<file path="config.mk">
export PLATFORM = sky130hd
export DESIGN_NAME = fetch_unit
export DESIGN_NICKNAME = d
export VERILOG_FILES = /design/src/rtl/riscv_pkg.sv /design/src/rtl/fetch_unit.sv
export SDC_FILE = /design/constraint.sdc
export NUM_CORES = 1
export LEC_CHECK = 0
export CELL_PAD_IN_SITES_DETAIL_PLACEMENT = 1
export CELL_PAD_IN_SITES_GLOBAL_PLACEMENT = 1
export CORE_UTILIZATION = 26
export CTS_CLUSTER_SIZE = 30
export DETAILED_ROUTE_END_ITERATION = 6
export GPL_TIMING_DRIVEN = 0
export PLACE_DENSITY = 0.85
export RECOVER_POWER = 50
export SLEW_MARGIN = 20
export SYNTH_ARGS = -nofsm -noshare
export SYNTH_HDL_FRONTEND = slang
export SYNTH_SLANG_ARGS = --single-unit
</file>
<file path="constraint.sdc">
create_clock -name clk_i -period 2.28 [get_ports clk_i]
set_input_delay 0.456 -clock clk_i [delete_from_list [all_inputs] [get_ports clk_i]]
set_output_delay 0.456 -clock clk_i [all_outputs]
set_load 0.01 [all_outputs]
</file>
<file path="src/rtl/riscv_pkg.sv">
// Shared RISC-V core definitions: machine widths, the canonical NOP and the
// fetch-unit state encoding.
package riscv_pkg;

  localparam int XLEN = 32;
  localparam int ILEN = 32;

  localparam logic [ILEN-1:0] NOP_INSTR = 32'h0000_0013;

  typedef enum logic [1:0] {
    IDLE = 2'd0,
    REQ  = 2'd1,
    WAIT = 2'd2
  } fetch_state_e;

endpackage

</file>
<file path="src/rtl/fetch_unit.sv">
// Multicycle instruction fetch and PC stage: holds PC/OldPC, fetches over a
// req/gnt/rvalid handshake and applies branch/jump redirects on PC commit.
// Optional fetch watchdog enabled by defining FETCH_TIMEOUT_EN.
//
// Handshake: imem_req_o rises the cycle after fetch_i is accepted in IDLE and
// stays high with imem_addr_o (= pc_o) stable until imem_gnt_i is sampled
// high; data is then accepted on the first imem_rvalid_i while in WAIT, and
// instr_valid_o pulses for one cycle afterwards. rvalid outside WAIT is dropped.
module fetch_unit
  import riscv_pkg::*;
#(
  parameter logic [XLEN-1:0] RESET_PC       = 32'h0000_0000,
  parameter int unsigned     TIMEOUT_CYCLES = 255
) (
  input  logic            clk_i,
  input  logic            rst_i,
  input  logic            fetch_i,
  input  logic            pc_upd_i,
  input  logic            branch_i,
  input  logic            jump_i,
  input  logic [XLEN-1:0] target_i,
  output logic            imem_req_o,
  output logic [XLEN-1:0] imem_addr_o,
  input  logic            imem_gnt_i,
  input  logic            imem_rvalid_i,
  input  logic [ILEN-1:0] imem_rdata_i,
  output logic [ILEN-1:0] instr_o,
  output logic [XLEN-1:0] pc_o,
  output logic [XLEN-1:0] old_pc_o,
  output logic            instr_valid_o,
  output logic            busy_o,
  output logic            misalign_o,
  output logic            fetch_err_o
);

  fetch_state_e    state_q, state_d;
  logic [XLEN-1:0] pc_q, pc_d;
  logic [XLEN-1:0] old_pc_q, old_pc_d;
  logic [ILEN-1:0] instr_q, instr_d;
  logic            req_q, req_d;
  logic            busy_q, busy_d;
  logic            valid_q, valid_d;
  logic            misalign_q, misalign_d;
  logic            err_q, err_d;
  logic            expire;

`ifdef FETCH_TIMEOUT_EN
  localparam int CNT_RAW = $clog2(TIMEOUT_CYCLES + 1);
  localparam int CNT_W   = (CNT_RAW < 8) ? 8 : ((CNT_RAW > 32) ? 32 : CNT_RAW);

  logic [CNT_W-1:0] cnt_q, cnt_d;
  logic             timeout_hit;

  // Counter idles at zero, so it is already cleared when REQ is entered.
  always_comb begin
    cnt_d = '0;
    if (state_q != IDLE) cnt_d = cnt_q + CNT_W'(1);
  end

  assign timeout_hit = (state_q != IDLE) &&
                       ((32'(cnt_q) + 32'd1) >= 32'(TIMEOUT_CYCLES));
  // A grant or data arriving on the final cycle still wins over the watchdog.
  assign expire = timeout_hit &&
                  !((state_q == REQ && imem_gnt_i) || (state_q == WAIT && imem_rvalid_i));

  always_ff @(posedge clk_i) begin
    if (rst_i) cnt_q <= '0;
    else       cnt_q <= cnt_d;
  end
`else
  logic unused_timeout;
  assign unused_timeout = (TIMEOUT_CYCLES == 0);
  assign expire         = 1'b0;
`endif

  // State register and registered outputs.
  always_ff @(posedge clk_i) begin
    if (rst_i) begin
      state_q    <= IDLE;
      pc_q       <= RESET_PC;
      old_pc_q   <= RESET_PC;
      instr_q    <= NOP_INSTR;
      req_q      <= 1'b0;
      busy_q     <= 1'b0;
      valid_q    <= 1'b0;
      misalign_q <= 1'b0;
      err_q      <= 1'b0;
    end else begin
      state_q    <= state_d;
      pc_q       <= pc_d;
      old_pc_q   <= old_pc_d;
      instr_q    <= instr_d;
      req_q      <= req_d;
      busy_q     <= busy_d;
      valid_q    <= valid_d;
      misalign_q <= misalign_d;
      err_q      <= err_d;
    end
  end

  // Next-state logic.
  always_comb begin
    state_d = state_q;
    case (state_q)
      IDLE: if (fetch_i) state_d = REQ;
      REQ: begin
        if (imem_gnt_i)  state_d = WAIT;
        else if (expire) state_d = IDLE;
      end
      WAIT: begin
        if (imem_rvalid_i) state_d = IDLE;
        else if (expire)   state_d = IDLE;
      end
      default: state_d = IDLE;
    endcase
  end

  // Datapath and output next values.
  always_comb begin
    pc_d       = pc_q;
    old_pc_d   = old_pc_q;
    instr_d    = instr_q;
    valid_d    = 1'b0;
    misalign_d = 1'b0;
    err_d      = expire;
    req_d      = (state_d == REQ);
    busy_d     = (state_d != IDLE);

    // PC only moves in IDLE so the request address is stable for a whole fetch.
    if (state_q == IDLE && pc_upd_i) begin
      if (branch_i || jump_i) begin
        if (target_i[1]) misalign_d = 1'b1;
        else             pc_d       = target_i & ~XLEN'(1);
      end else begin
        pc_d = pc_q + XLEN'(4);
      end
    end

    if (state_q == WAIT && imem_rvalid_i) begin
      instr_d  = imem_rdata_i;
      old_pc_d = pc_q;
      valid_d  = 1'b1;
    end
  end

  assign imem_req_o    = req_q;
  assign imem_addr_o   = pc_q;
  assign pc_o          = pc_q;
  assign old_pc_o      = old_pc_q;
  assign instr_o       = instr_q;
  assign instr_valid_o = valid_q;
  assign busy_o        = busy_q;
  assign misalign_o    = misalign_q;
  assign fetch_err_o   = err_q;

endmodule

</file>
==> results of run 1 <==
worst max-delay path by stage:
| stage | from | endpoint | cells past startpoint |
|---|---|---|---|
| 6_report | branch_i | imem_addr_o[9]$_SDFFE_PP0P_ | 8 |
| 5_1_grt | imem_addr_o[2]$_SDFFE_PP0P_ | imem_addr_o[30]$_SDFFE_PP0P_ | 7 |
| 4_1_cts | rst_i | imem_addr_o[13]$_SDFFE_PP0P_ | 5 |
| 3_5_place_dp | jump_i | imem_addr_o[4]$_SDFFE_PP0P_ | 8 |
| 3_3_place_gp | jump_i | imem_addr_o[5]$_SDFFE_PP0P_ | 8 |
| 2_1_floorplan | imem_addr_o[3]$_SDFFE_PP0P_ | imem_addr_o[24]$_SDFFE_PP0P_ | 7 |
flip-flops by register name, summed over array words and instances, names as in the netlist:
signal         flops
instr_o           32
imem_addr_o       30
old_pc_o          30
state_q            2
busy_o             1
imem_req_o         1
instr_valid_o      1
misalign_o         1
area by class of cell:
class                           instances  area, um2  area share (%)
Multi-Input combinational cell        419       2230            31.0
Timing Repair Buffer                  199       1980            27.5
Sequential cell                        98       1970            27.4
Buffer                                 76        449            6.23
Tap cell                              220        275            3.82
Clock buffer                           13        270            3.75
Clock inverter                          3       22.5           0.312
critical path, delay by kind of cell:
kind,cells,cell delay (ps)
AOI/OAI and AO/OA,2,340
buffers and inverters,4,1090
and+or+nand+nor,2,570
Yosys cell counts, types with 4 or more instances:
cell	count	area, um2
mux2i_1	4	40.0
o21ai_0	15	75.1
a22oi_1	5	37.5
o31ai_1	4	30.0
nand4_1	5	31.3
a21oi_1	77	385
nor2_1	24	90.1
and3_1	8	50.1
a211oi_1	7	52.6
buf_4	37	278
nand2_1	163	612
dfxtp_1	98	1960
o211ai_1	4	30.0
a21o_1	4	30.0
clkbuf_1	37	139
nand3_1	10	50.1
nor3_1	20	100
nor4_1	4	25.0
nand3b_1	5	37.5
or2_2	4	25.0
or3_1	8	50.1
layer usage:
layer | track usage (%) | routed length (um) | vias to the layer above
met3 | 4.23 | 965 | 34
met5 | 0 | 0 | -
li1 | - | - | 2441
met1 | 24.5 | 7750 | 2442
met4 | 9.68 | 570 | 0
met2 | 33.2 | 8780 | 167
power by group:
part	leakage, nW	switching (mW)	internal [mW]
registers	0.797	0.0862	1.76
logic	1.80	0.307	0.370
clock network	0.146	0.685	0.834
total	2.74	1.08	2.97
what timing repair did:
action	CTS	global route
setup buffers	3	0
pin swaps	2	2
endpoints found under the setup margin	44	78
hold buffers	0	0
cloned	0	0
gates resized for setup	17	16
endpoints found under the hold margin	0	0
logic make-up (layout without fill, tap and decap cells):
| kind of cell | after synthesis | in the layout |
|---|---|---|
| DFF | 98 | 98 |
| and+or+nand+nor | 264 | 264 |
| other | 1 | 7 |
| adders and majority gates | 1 | 1 |
| AOI/OAI and AO/OA | 142 | 142 |
| buffers and inverters | 79 | 291 |
| muxes | 5 | 5 |
==> results.md, run 1 <==
- Outcome: finished clean
- Vias in the first global route: around 5,000
- Worst-Margin Slew: between 600 and 700 ps
- Min cycle time layout: 2210 ps
- Via count: between 5,000 and 6,000
- Final setup violation count: 0
- Register area share after synthesis: 43.2%
- Final #Nets: just under 900
- Critical Path AT: 2460 ps
- GPL Wtd Cong: around 0.83
- Final Max Tran Viols: 0
- IO buf count: a little under 200
- Core Area: approximately 0.017 mm2
- Area grow syn2layout: 58.7%
- DPL Wire Length: roughly 13,000 um
- Fin Clk Skew: about 6.7 ps
- Die extent in x: 134 um
- Overall Global Routing Usage: about a fifth
- Worst Setup End Kind: flip-flop
- Largest family of logic cells by synthesized area: simple AND/OR/NAND/NOR gates
- Hold WS: roughly 450 ps
- Die ar.: roughly 0.018 mm2
- FF-to-FF setup slack: approximately 100 ps
- Peak per-stage delay on the critical path: 470 ps
- Post-synthesis mux area share: 1.13%
- CTS Root Buffer Type: clkbuf_16
- FF-to-FF End: imem_addr_o[30]$_SDFFE_PP0P_
- Routed wire length per instance: about 18 um
- Xor/xnor cell area share of the yosys netlist: 0%
- Total wire length: approximately 18,000 um
- Synth Area in Compound Gates: about a fifth
- IO Count: 205
- Total grt overflow: 0
- Simple-Gate Fraction of Synth Area: between 20% and 30%
- Clock Sinks: between 90 and 100
- Total of max-cap violations: 0
- CTS Buf Count: 9
- Req. time, crit path: 2530 ps
- Initial antenna violation count: 0
- First DRT Iteration DRCs: around 270
- Layout cells sized above 1: between 10% and 20%
- Fmax: between 400 and 500 MHz
- PnR worst setup slack: 65.3 ps
- Most used cell, CP: buf_2
- Final Cycle Share: between 90% and 100%
- RSZ-0062 raised after global routing: yes
- Max-slew headroom: about 56%
- CTS HTree Levels: 3
- Fin area: 0.00721 mm2
- Maximum VDD drop: 0.000351 V
- TritonCTS clock tree: built
- Startpoint Class: primary input
- Final Core Density: between 40 and 50%
- Routed Antenna Nets: 0
- Post-synth EDFFs: 0
- Worst-Skew Late Latency: about 350 ps
- Worst reg-to-reg path cell count: 7
- Hold depth: 2
- Non-filler cells, final: 1,028
- CTS clk-pin slew, worst paths: roughly 70 ps
- Fin. Hold Viols: 0
- Placed Cells: 1,012
- First-pass GRT wire length: between 20,000 and 30,000 um
- Setup TNS: 0 ps
- # DRC: 0
- Power Density: between 500 and 600 mW/mm2
- Total Power: roughly 4.0 mW
- Worst r2r src: imem_addr_o[2]$_SDFFE_PP0P_
- Most common cell after layout, fill and taps aside: nand2_1
- Adder-cell share of the synthesized area: less than 1%
- Count of unique library cells instantiated by Yosys: 54
- Most used DFF post-synth: dfxtp_1
- Hold EP: instr_o[28]$_SDFFE_PP0P_
- Vias per inst: between 4 and 5
- Clock Path Buffers: 2
- Cells after Synth: 590
- FFs w/ async S/R, synth: 0%
- Die height: ~130 um
- Commonest non-fill, non-tap cells in the layout: 163 x nand2_1, 125 x clkdlybuf4s50_1, 94 x dfxtp_1
- Starting Density: 27.0%
- Pre-CTS setup slack: -913 ps
- Crit path kind: in2reg
- Largest net degree at the start of global routing: 16
- Synth Register Bits: 98
- Min-Delay Path Class: reg2reg
- Critical Path, Cell by Cell: clkdlybuf4s50_1 -> or2_2 -> buf_2 -> a21oi_4 -> buf_4 -> buf_2 -> a21oi_1 -> nor3_1
- Syn Std Cell Area: approximately 0.0045 mm2
- Placed Instance Area: approximately 0.007 mm2
- Synth Area per Inst: a little under 8 um2
- Number of diodes: 0
- # fillers: 2,049
- Worst hold start: instr_o[28]$_SDFFE_PP0P_
- Placement Rows: 47
- YS warnings: 0
- CP Max Fanout: 10
- Detailed Routing Iterations Pass 1: 4
- LEAKAGE: between 2 and 3 nW
- Crit-path slowest cell: clkdlybuf4s50_1
Power figures use the tool's default switching activity.
==> run 2, diff against run 1 <==
CTS_CLUSTER_SIZE = 28   (was 30)
SLEW_MARGIN = unset   (was 20)
==> results of run 2 <==
Same layout as run 1: the final DEF is identical, and so are final timing and power.
